File: src/rtl/game_sequencer.sv
// Breakout-style game sequencer: ball motion, wall/paddle/brick collisions, lives and score.
// Define PADDLE_STEER_EN to let the paddle hit position steer the ball's horizontal direction.
module game_sequencer #(
    parameter int BALL_STEP  = 2,
    parameter int LIVES_INIT = 3,
    parameter int PADDLE_Y   = 500
) (
    input  logic       clk,
    input  logic       rst,
    input  logic       frame_tick,
    input  logic       start,
    input  logic [9:0] paddle_x,
    input  logic       brick_ack,
    input  logic       brick_hit,
    output logic [9:0] ball_x,
    output logic [9:0] ball_y,
    output logic       brick_req,
    output logic [2:0] brick_row,
    output logic [3:0] brick_col,
    output logic [1:0] lives,
    output logic [5:0] score,
    output logic       new_game,
    output logic       game_over,
    output logic       game_won
);

    typedef enum logic [2:0] {IDLE, MOVE, CHECK, OVER, WON} state_t;

`ifdef PADDLE_STEER_EN
    localparam bit STEER_EN = 1'b1;
`else
    localparam bit STEER_EN = 1'b0;
`endif

    localparam logic signed [10:0] STEP_S = 11'(BALL_STEP);
    localparam logic signed [10:0] X_MIN  = 11'sd144;
    localparam logic signed [10:0] X_MAX  = 11'sd783;
    localparam logic signed [10:0] Y_MIN  = 11'sd34;
    localparam logic signed [10:0] Y_MISS = 11'sd514;
    localparam logic signed [10:0] Y_PAD  = 11'(PADDLE_Y - 6);
    localparam logic [9:0]         Y_REST = 10'(PADDLE_Y - 6);
    localparam logic [9:0]         X_RST  = 10'd450;
    localparam logic [1:0]         LIVES_RST = 2'(LIVES_INIT);

    state_t      state_q;
    logic [9:0]  ballX_q, ballY_q;
    logic        dx_q, dy_q;
    logic [1:0]  lives_q;
    logic [5:0]  score_q;
    logic        brickReq_q;
    logic [2:0]  brickRow_q;
    logic [3:0]  brickCol_q;
    logic        newGame_q, gameOver_q, gameWon_q;
    logic        pending_q;

    logic signed [10:0] xSum_d, ySum_d, paddleDiff_d;
    logic [9:0]  nextX_d, nextY_d;
    logic        nextDx_d, nextDy_d;
    logic        paddleHit_d, miss_d, inGrid_d, moveTick_d;
    logic [2:0]  row_d;
    logic [3:0]  col_d;

    // dx/dy: 1 means increasing coordinate (right / down on screen).
    always_comb begin
        xSum_d   = dx_q ? ($signed({1'b0, ballX_q}) + STEP_S) : ($signed({1'b0, ballX_q}) - STEP_S);
        ySum_d   = dy_q ? ($signed({1'b0, ballY_q}) + STEP_S) : ($signed({1'b0, ballY_q}) - STEP_S);
        nextDx_d = dx_q;
        nextDy_d = dy_q;
        nextX_d  = xSum_d[9:0];
        nextY_d  = ySum_d[9:0];

        if (xSum_d <= X_MIN) begin
            nextX_d  = 10'd144;
            nextDx_d = 1'b1;
        end else if (xSum_d >= X_MAX) begin
            nextX_d  = 10'd783;
            nextDx_d = 1'b0;
        end

        if (ySum_d <= Y_MIN) begin
            nextY_d  = 10'd34;
            nextDy_d = 1'b1;
        end

        paddleDiff_d = $signed({1'b0, nextX_d}) - $signed({1'b0, paddle_x});
        paddleHit_d  = dy_q && (ySum_d >= Y_PAD) &&
                       (paddleDiff_d >= -11'sd25) && (paddleDiff_d <= 11'sd25);

        if (paddleHit_d) begin
            nextY_d  = Y_REST;
            nextDy_d = 1'b0;
            if (STEER_EN && (paddleDiff_d < -11'sd8)) begin
                nextDx_d = 1'b0;
            end else if (STEER_EN && (paddleDiff_d > 11'sd8)) begin
                nextDx_d = 1'b1;
            end
        end

        miss_d     = !paddleHit_d && (ySum_d >= Y_MISS);
        inGrid_d   = nextY_d < 10'd159;
        moveTick_d = frame_tick | pending_q;

        // Grid lookup by threshold comparison: rows are 25 px from 34, columns 53 px from 144.
        if (nextY_d < 10'd59) begin
            row_d = 3'd0;
        end else if (nextY_d < 10'd84) begin
            row_d = 3'd1;
        end else if (nextY_d < 10'd109) begin
            row_d = 3'd2;
        end else if (nextY_d < 10'd134) begin
            row_d = 3'd3;
        end else begin
            row_d = 3'd4;
        end

        col_d = 4'd0;
        for (int i = 1; i < 12; i++) begin
            if (nextX_d >= 10'(144 + 53 * i)) begin
                col_d = 4'(i);
            end
        end
    end

    always_ff @(posedge clk or posedge rst) begin
        if (rst) begin
            state_q    <= IDLE;
            ballX_q    <= X_RST;
            ballY_q    <= Y_REST;
            dx_q       <= 1'b1;
            dy_q       <= 1'b0;
            lives_q    <= LIVES_RST;
            score_q    <= 6'd0;
            brickReq_q <= 1'b0;
            brickRow_q <= 3'd0;
            brickCol_q <= 4'd0;
            newGame_q  <= 1'b0;
            gameOver_q <= 1'b0;
            gameWon_q  <= 1'b0;
            pending_q  <= 1'b0;
        end else begin
            newGame_q <= 1'b0;
            case (state_q)
                IDLE: begin
                    ballX_q   <= paddle_x;
                    ballY_q   <= Y_REST;
                    pending_q <= 1'b0;
                    if (start) begin
                        dx_q    <= 1'b1;
                        dy_q    <= 1'b0;
                        state_q <= MOVE;
                    end
                end
                MOVE: begin
                    if (moveTick_d) begin
                        pending_q <= 1'b0;
                        ballX_q   <= nextX_d;
                        ballY_q   <= nextY_d;
                        dx_q      <= nextDx_d;
                        dy_q      <= nextDy_d;
                        if (miss_d) begin
                            lives_q <= (lives_q == 2'd0) ? 2'd0 : lives_q - 2'd1;
                            if (lives_q <= 2'd1) begin
                                state_q    <= OVER;
                                gameOver_q <= 1'b1;
                            end else begin
                                state_q <= IDLE;
                            end
                        end else if (inGrid_d) begin
                            brickReq_q <= 1'b1;
                            brickRow_q <= row_d;
                            brickCol_q <= col_d;
                            state_q    <= CHECK;
                        end
                    end
                end
                CHECK: begin
                    // Only one deferred tick is remembered; extra ticks are dropped.
                    if (frame_tick) begin
                        pending_q <= 1'b1;
                    end
                    if (brick_ack) begin
                        brickReq_q <= 1'b0;
                        if (brick_hit) begin
                            dy_q    <= ~dy_q;
                            score_q <= score_q + 6'd1;
                            if (score_q == 6'd59) begin
                                state_q   <= WON;
                                gameWon_q <= 1'b1;
                            end else begin
                                state_q <= MOVE;
                            end
                        end else begin
                            state_q <= MOVE;
                        end
                    end
                end
                OVER, WON: begin
                    if (start) begin
                        newGame_q  <= 1'b1;
                        lives_q    <= LIVES_RST;
                        score_q    <= 6'd0;
                        gameOver_q <= 1'b0;
                        gameWon_q  <= 1'b0;
                        state_q    <= IDLE;
                    end
                end
                default: state_q <= IDLE;
            endcase
        end
    end

    assign ball_x    = ballX_q;
    assign ball_y    = ballY_q;
    assign brick_req = brickReq_q;
    assign brick_row = brickRow_q;
    assign brick_col = brickCol_q;
    assign lives     = lives_q;
    assign score     = score_q;
    assign new_game  = newGame_q;
    assign game_over = gameOver_q;
    assign game_won  = gameWon_q;

endmodule
File: config.mk
export PLATFORM = sky130hd
export DESIGN_NAME = game_sequencer
export DESIGN_NICKNAME = d
export VERILOG_FILES = /design/src/rtl/game_sequencer.sv
export SDC_FILE = /design/constraint.sdc
export NUM_CORES = 1
export LEC_CHECK = 0
export BUFFER_PORTS_ARGS = -buffer_cell sky130_fd_sc_hd__buf_2
export CELL_PAD_IN_SITES_DETAIL_PLACEMENT = 0
export CELL_PAD_IN_SITES_GLOBAL_PLACEMENT = 1
export CORE_MARGIN = 2
export CORE_UTILIZATION = 45
export CTS_CLUSTER_DIAMETER = 40
export DETAILED_ROUTE_END_ITERATION = 7
export PLACE_DENSITY_LB_ADDON = 0.1
export SYNTH_ARGS = -nofsm -noshare
export SYNTH_HDL_FRONTEND = slang
export SYNTH_SLANG_ARGS = --single-unit
File: constraint.sdc
create_clock -name clk -period 6.25 [get_ports clk]
set_input_delay 0.3125 -clock clk [delete_from_list [all_inputs] [get_ports clk]]
set_output_delay 0.3125 -clock clk [all_outputs]
set_load 0.1 [all_outputs]
; ---- After elaboration in Yosys (flattened, before gate mapping)
; Cells that the tools add are included.
[op_classes]
add_sub_neg = 7
n_lt_le_gt_ge = 24
n_eq_ne = 19
n_mux = 74
bitwise = 3
n_reduce_logical = 24
[op_table]
columns = cell, count
row1 = 10-bit two-way mux, 6
row2 = 10-bit >= comparator (second input constant), 5
row3 = 10-bit by 9-bit >= comparator with 1-bit output (second input constant), 4
row4 = 4-bit two-way mux, 10
row5 = 10-bit case mux with 2 select lines, 2
row6 = 3-bit two-way mux, 12
row7 = 1-bit two-way mux, 25
row8 = 10-bit by 2-bit adder with 11-bit output (second input constant), 2
row9 = 11-bit >= comparator (second input constant), 2
row10 = 11-bit two-way mux, 2
row11 = 2-bit != test (second input constant), 11
row12 = 10-bit by 2-bit subtractor with 11-bit output (second input constant), 2
row13 = 10-bit by 8-bit >= comparator with 1-bit output (second input constant), 2
row14 = 10-bit by 7-bit < comparator with 1-bit output (second input constant), 2
row15 = 10-bit by 8-bit < comparator with 1-bit output (second input constant), 2
row16 = 5-bit AND reduction, 4
row17 = 6-bit two-way mux, 3
row18 = 4-bit AND reduction, 4
row19 = 3-bit case mux with 4 select lines, 1
row20 = 6-bit case mux with 2 select lines, 1
row21 = 11-bit by 10-bit >= comparator with 1-bit output (second input constant), 1
row22 = 11-bit by 6-bit >= comparator with 1-bit output (second input constant), 1
row23 = 11-bit by 6-bit <= comparator with 1-bit output (second input constant), 1
row24 = 11-bit by 7-bit <= comparator with 1-bit output (second input constant), 1
row25 = 27 further kinds, 45
[totals]
ff_bits = 45
input_bits = 16
out_inout_bits = 39

; ---- Longest topological paths before layout
[logic_depth]
word_depth = 17
mapped_depth = 24
ltp_nobuf = 20

; ---- Least setup slack after synthesis
; Ideal clock, no wire load.
[synth_path]
kind = register to register
start = register dx_q
end = register state_q[0]
setup_time_ns = 0.086
t_arrival_ns = 5.442
setup_slack_ns = 0.722
path_stages_with_launch = 23
period_less_slack_ns = 5.528
cell_sequence = dfstp_2 -> clkbuf_1 -> inv_1 -> fa_1 -> a21o_1 -> a21oi_2 -> xor2_2 -> a31oi_2 -> o31ai_4 -> buf_2 -> a21o_1 -> ha_1 -> inv_1 -> fa_1 -> a211o_1 -> a211oi_1 -> o21bai_1 -> a21oi_1 -> xor2_1 -> nor4_1 -> o2111a_2 -> or4b_1 -> a32oi_1
[synth_between]
elab_chain_cells = 13
word_cells_on_any_way = 19
cone_classes = add/sub (1) / order compare (5) / eq/ne (1) / mux (7) / reduce/logical (5)
[synth_lines]
columns = item, line_no
row1 = start: declaration, 47  ; logic dx_q, dy_q;
row2 = start signal: assignment, 158  ; dx_q <= nextDx_d;
row3 = 11-bit two-way mux *, 65  ; xSum_d = dx_q ? ($signed({1'b0, ballX_q}) + STEP_S) : ($signed({1'b0, ballX_q}) - STEP_S);
row4 = 11-bit >= comparator, 75  ; end else if (xSum_d >= X_MAX) begin
row5 = 10-bit two-way mux, 75
row6 = 10-bit two-way mux *, 72  ; if (xSum_d <= X_MIN) begin
row7 = 10-bit by 10-bit subtractor with 11-bit output *, 85  ; paddleDiff_d = $signed({1'b0, nextX_d}) - $signed({1'b0, paddle_x});
row8 = 11-bit by 6-bit >= comparator with 1-bit output, 87  ; (paddleDiff_d >= -11'sd25) && (paddleDiff_d <= 11'sd25);
row9 = 1-bit logical AND, 86  ; paddleHit_d = dy_q && (ySum_d >= Y_PAD) &&
row10 = 1-bit logical AND *, 87
row11 = branches (longest 5 deep; another with 10-bit by 8-bit < comparator with 1-bit output), --
row12 = end signal: assignment, 150  ; state_q <= MOVE;
row13 = end signal: assignment, 163  ; state_q <= OVER;
row14 = end signal: assignment, 166  ; state_q <= IDLE;
row15 = end: declaration, 45  ; state_t state_q;
; Mark *: on every way between the ends. The select of a mux whose other input is x is not followed.
; A chain may end at the register's enable or synchronous reset.

; ---- Worst setup path after layout
; Same ends and word-level chain as after synthesis.

==> flow_metrics.py <==
metrics = {
    "placement": {
        "place_hpwl_um": 9949,
        "globalplace.congestion": 1.002,
        "portBuffers": 54,
        "dp.cells": 717,
    },
    "timing": {
        "setup_tns_ns": 0,
        "slew_viol_final": 0,
        "hold_violations": 0,
        "slew_headroom_pct": 29.87,
        "period_needed_ns": 5.920,
        "fmax_mhz": 168.9,
        "min_period_over_period_pct": 94.72,
        "setup_viol": 0,
        "hold_ws_ns": 0.2200,
        "tightestPinTransition_ns": 1.044,
        "skew_ns": 0.01044,
    },
    "floorplanning": {
        "top_level_ports": 55,
        "rows": 36,
        "die_w_um": 103.3,
        "start_util_pct": 45.84,
        "die_h_um": 103.3,
        "core_um2": 9684,
        "die_area_um2": 10680,
    },
    "logic_synthesis": {
        "synth_top_family_by_area": "compound AO/OA/AOI/OAI gates",
        "yosys-top-cells-count": "51 x nand2_1, 51 x nor2_1, 39 x a21oi_1",
        "synthArstFlopShare_pct": 100.0,
        "synth_cell_types": 82,
        "synth_edf_count": 0,
        "syn-cell-area_um2": 4439,
        "synthFlopType": "dfrtp_1",
        "syn-num-nets": 594,
        "ys_seq_area_share_pct": 25.76,
        "synth_top_area_share_pct": 17.47,
        "synth.avg_cell_area_um2": 8.160,
        "synthCells": 544,
        "ys_seq_elements": 45,
        "synth-adder-area-share_pct": 10.09,
        "synth_top_area_cell": "dfrtp_1",
        "yosys_warnings": 0,
        "synth.area.top_cells": "dfrtp_1 17%, ha_1 8.7%, dfstp_2 8.3%, a21oi_1 4.4%, nand2_1 4.3%",
        "synth-xor-area-share_pct": 3.890,
        "synthMuxAreaShare_pct": 1.691,
        "synthSimpleGateAreaFrac_pct": 21.79,
        "synth_compound_area_share_pct": 32.10,
    },
    "drt": {
        "drc": 0,
        "vias": 4402,
        "routedWlPerCell_um": 17.59,
        "drt-pass1-iter-count": 5,
        "vias_per_cell": 6.047,
        "drt_wl_total_um": 12810,
        "dr.first_iter.drc_count": 194,
        "drtAntennaViolNets": 0,
    },
    "worst_setup_path": {
        "cp.arrival_ns": 6.15,
        "cp_max_fo": 13,
        "path_buf_inv": 2,
        "crit_chain": "inv_1, fa_1, a211oi_2, o21ai_1, xnor2_2, a31oi_2, o31ai_4, a21o_1, ha_1, inv_1, fa_1, a211o_1, a211oi_1, o21bai_1, a21oi_1, xor2_1, nor4_1, o2111a_2, or4b_1, a32oi_1",
        "crit_path_max_incr_delay_ns": 0.63,
        "critPathSlowestCell": "dfstp_2",
        "end_kind": "register",
        "critPathRequiredTime_ns": 6.48,
        "crit_family": "compound AO/OA/AOI/OAI gates",
        "critical_path_class": "reg -> reg",
        "start_kind": "register",
        "reg2reg_slack_ns": 0.33,
    },
    "clock_network": {
        "cts_tree": "yes",
        "htree_levels": 2,
        "clk_path_buf_depth": 2,
        "insertion_delay_ns": 0.30,
        "clkTransAtPathRegs_ns": 0.10,
        "cts.sinks": 45,
        "cts-buffers-inserted": 5,
        "root_buffer": "clkbuf_8",
    },
    "global_routing": {
        "grt_usage_pct": 24.01,
        "grt_pass1_vias": 4009,
        "grt_pass1_wl_um": 19950,
        "grt_max_degree": 46,
        "overflow": 0,
        "antenna_found_initial": 0,
    },
    "layout": {
        "fin_util_pct": 51.05,
        "n_antenna_cell": 0,
        "area_growth_syn_to_layout_pct": 11.36,
        "finalNonFillerCells": 728,
        "nets": 644,
        "drive_gt1_share_pct": 18.82,
        "fill_cells": 930,
    },
    "hold_path": {
        "hold_path_class": "in -> async",
    },
    "outcome": {
        "outcome": "complete, no violations",
    },
    "flow_run": {
        "maxCapViolCount": 0,
    },
}
-- kinds of logic after synthesis --
| family | count (synthesis) |
|---|---|
| multiplexers | 7 |
| AND/OR/NAND/NOR | 199 |
| adder cells (fa/ha/maj) | 34 |
| buffers and inverters | 49 |
| flip-flops | 45 |
| XOR/XNOR | 18 |
| AO/OA/AOI/OAI | 192 |
-- placed cells by master, fill, tap and decap left out, drive strengths merged, types with 5 or more instances in the layout --
| cell | synthesis | layout |
|---|---|---|
| o21ai | 36 | 36 |
| nand4 | 6 | 6 |
| o31ai | 9 | 9 |
| a21oi | 40 | 40 |
| xnor2 | 8 | 8 |
| a31oi | 10 | 10 |
| o31a | 7 | 7 |
| mux2i | 6 | 6 |
| o21a | 11 | 11 |
| o211ai | 8 | 8 |
| nor3 | 30 | 30 |
| a211oi | 13 | 13 |
| buf | 9 | 62 |
| nor2 | 52 | 52 |
| nand3 | 11 | 11 |
| xor2 | 10 | 10 |
| nor2b | 5 | 5 |
| dfstp | 14 | 14 |
| dfrtp | 31 | 31 |
| nand2b | 11 | 11 |
| nand2 | 51 | 51 |
| clkbuf | 10 | 5 |
| ha | 31 | 31 |
| inv | 30 | 33 |
| or2 | 5 | 5 |
| a21o | 14 | 14 |
-- state kept, by name (all words and copies together) (netlist names), 2 cells and up --
register,cells
ball_x,10
ball_y,10
brick_col,4
brick_row,3
lives,2
score,6
state_q,3
-- layer usage --
layer	wire (um)	part of all wire, %	up-vias	global-route usage [%]
li1	-	-	2135	-
met1	5631	44	2100	31.25
met2	6230	49	136	40.81
met3	538	4.2	31	2.554
met4	407	3.2	0	9.818
met5	0	0	-	0
-- cell type report --
class / instances / area, um^2 / area share [%]
multi-input cells: 450 / 3093 / 62.57
clock inverters: 3 / 28.78 / 0.5821
repair buffers: 62 / 330.3 / 6.682
flip-flops and latches: 45 / 1144 / 23.13
inverters: 30 / 112.6 / 2.278
well taps: 133 / 166.4 / 3.366
clock buffers: 5 / 68.82 / 1.392
-- what timing repair did --
item	4_1_cts	5_1_grt
setup endpoints to repair	0	7
resized for setup	0	1
buffers inserted	0	3
hold buffers	0	0
-- final timing paths --
kind | to | cells past startpoint | from
min in group clk | brick_req | 2 | brick_ack
worst min register to register | brick_row[1] | 2 | brick_row[1]
max in group asynchronous | brick_col[0] | 2 | rst
worst max-delay path | state_q[0] | 20 | dx_q
worst max register to register | state_q[0] | 20 | dx_q
worst min-delay path | new_game | 2 | rst
-- per-stage QoR --
stage               setup slack (ns)  instance area [um^2]
floorplan                     0.7219                  4439
global placement              0.4665                  4818
detailed placement            0.3877                  4818
finish                        0.3297                  4943
global route                -0.01248                  4943
CTS                           0.3574                  4916
Power is not shown: default switching activity piles up to over one toggle a cycle in this logic, so the estimate is an artifact.
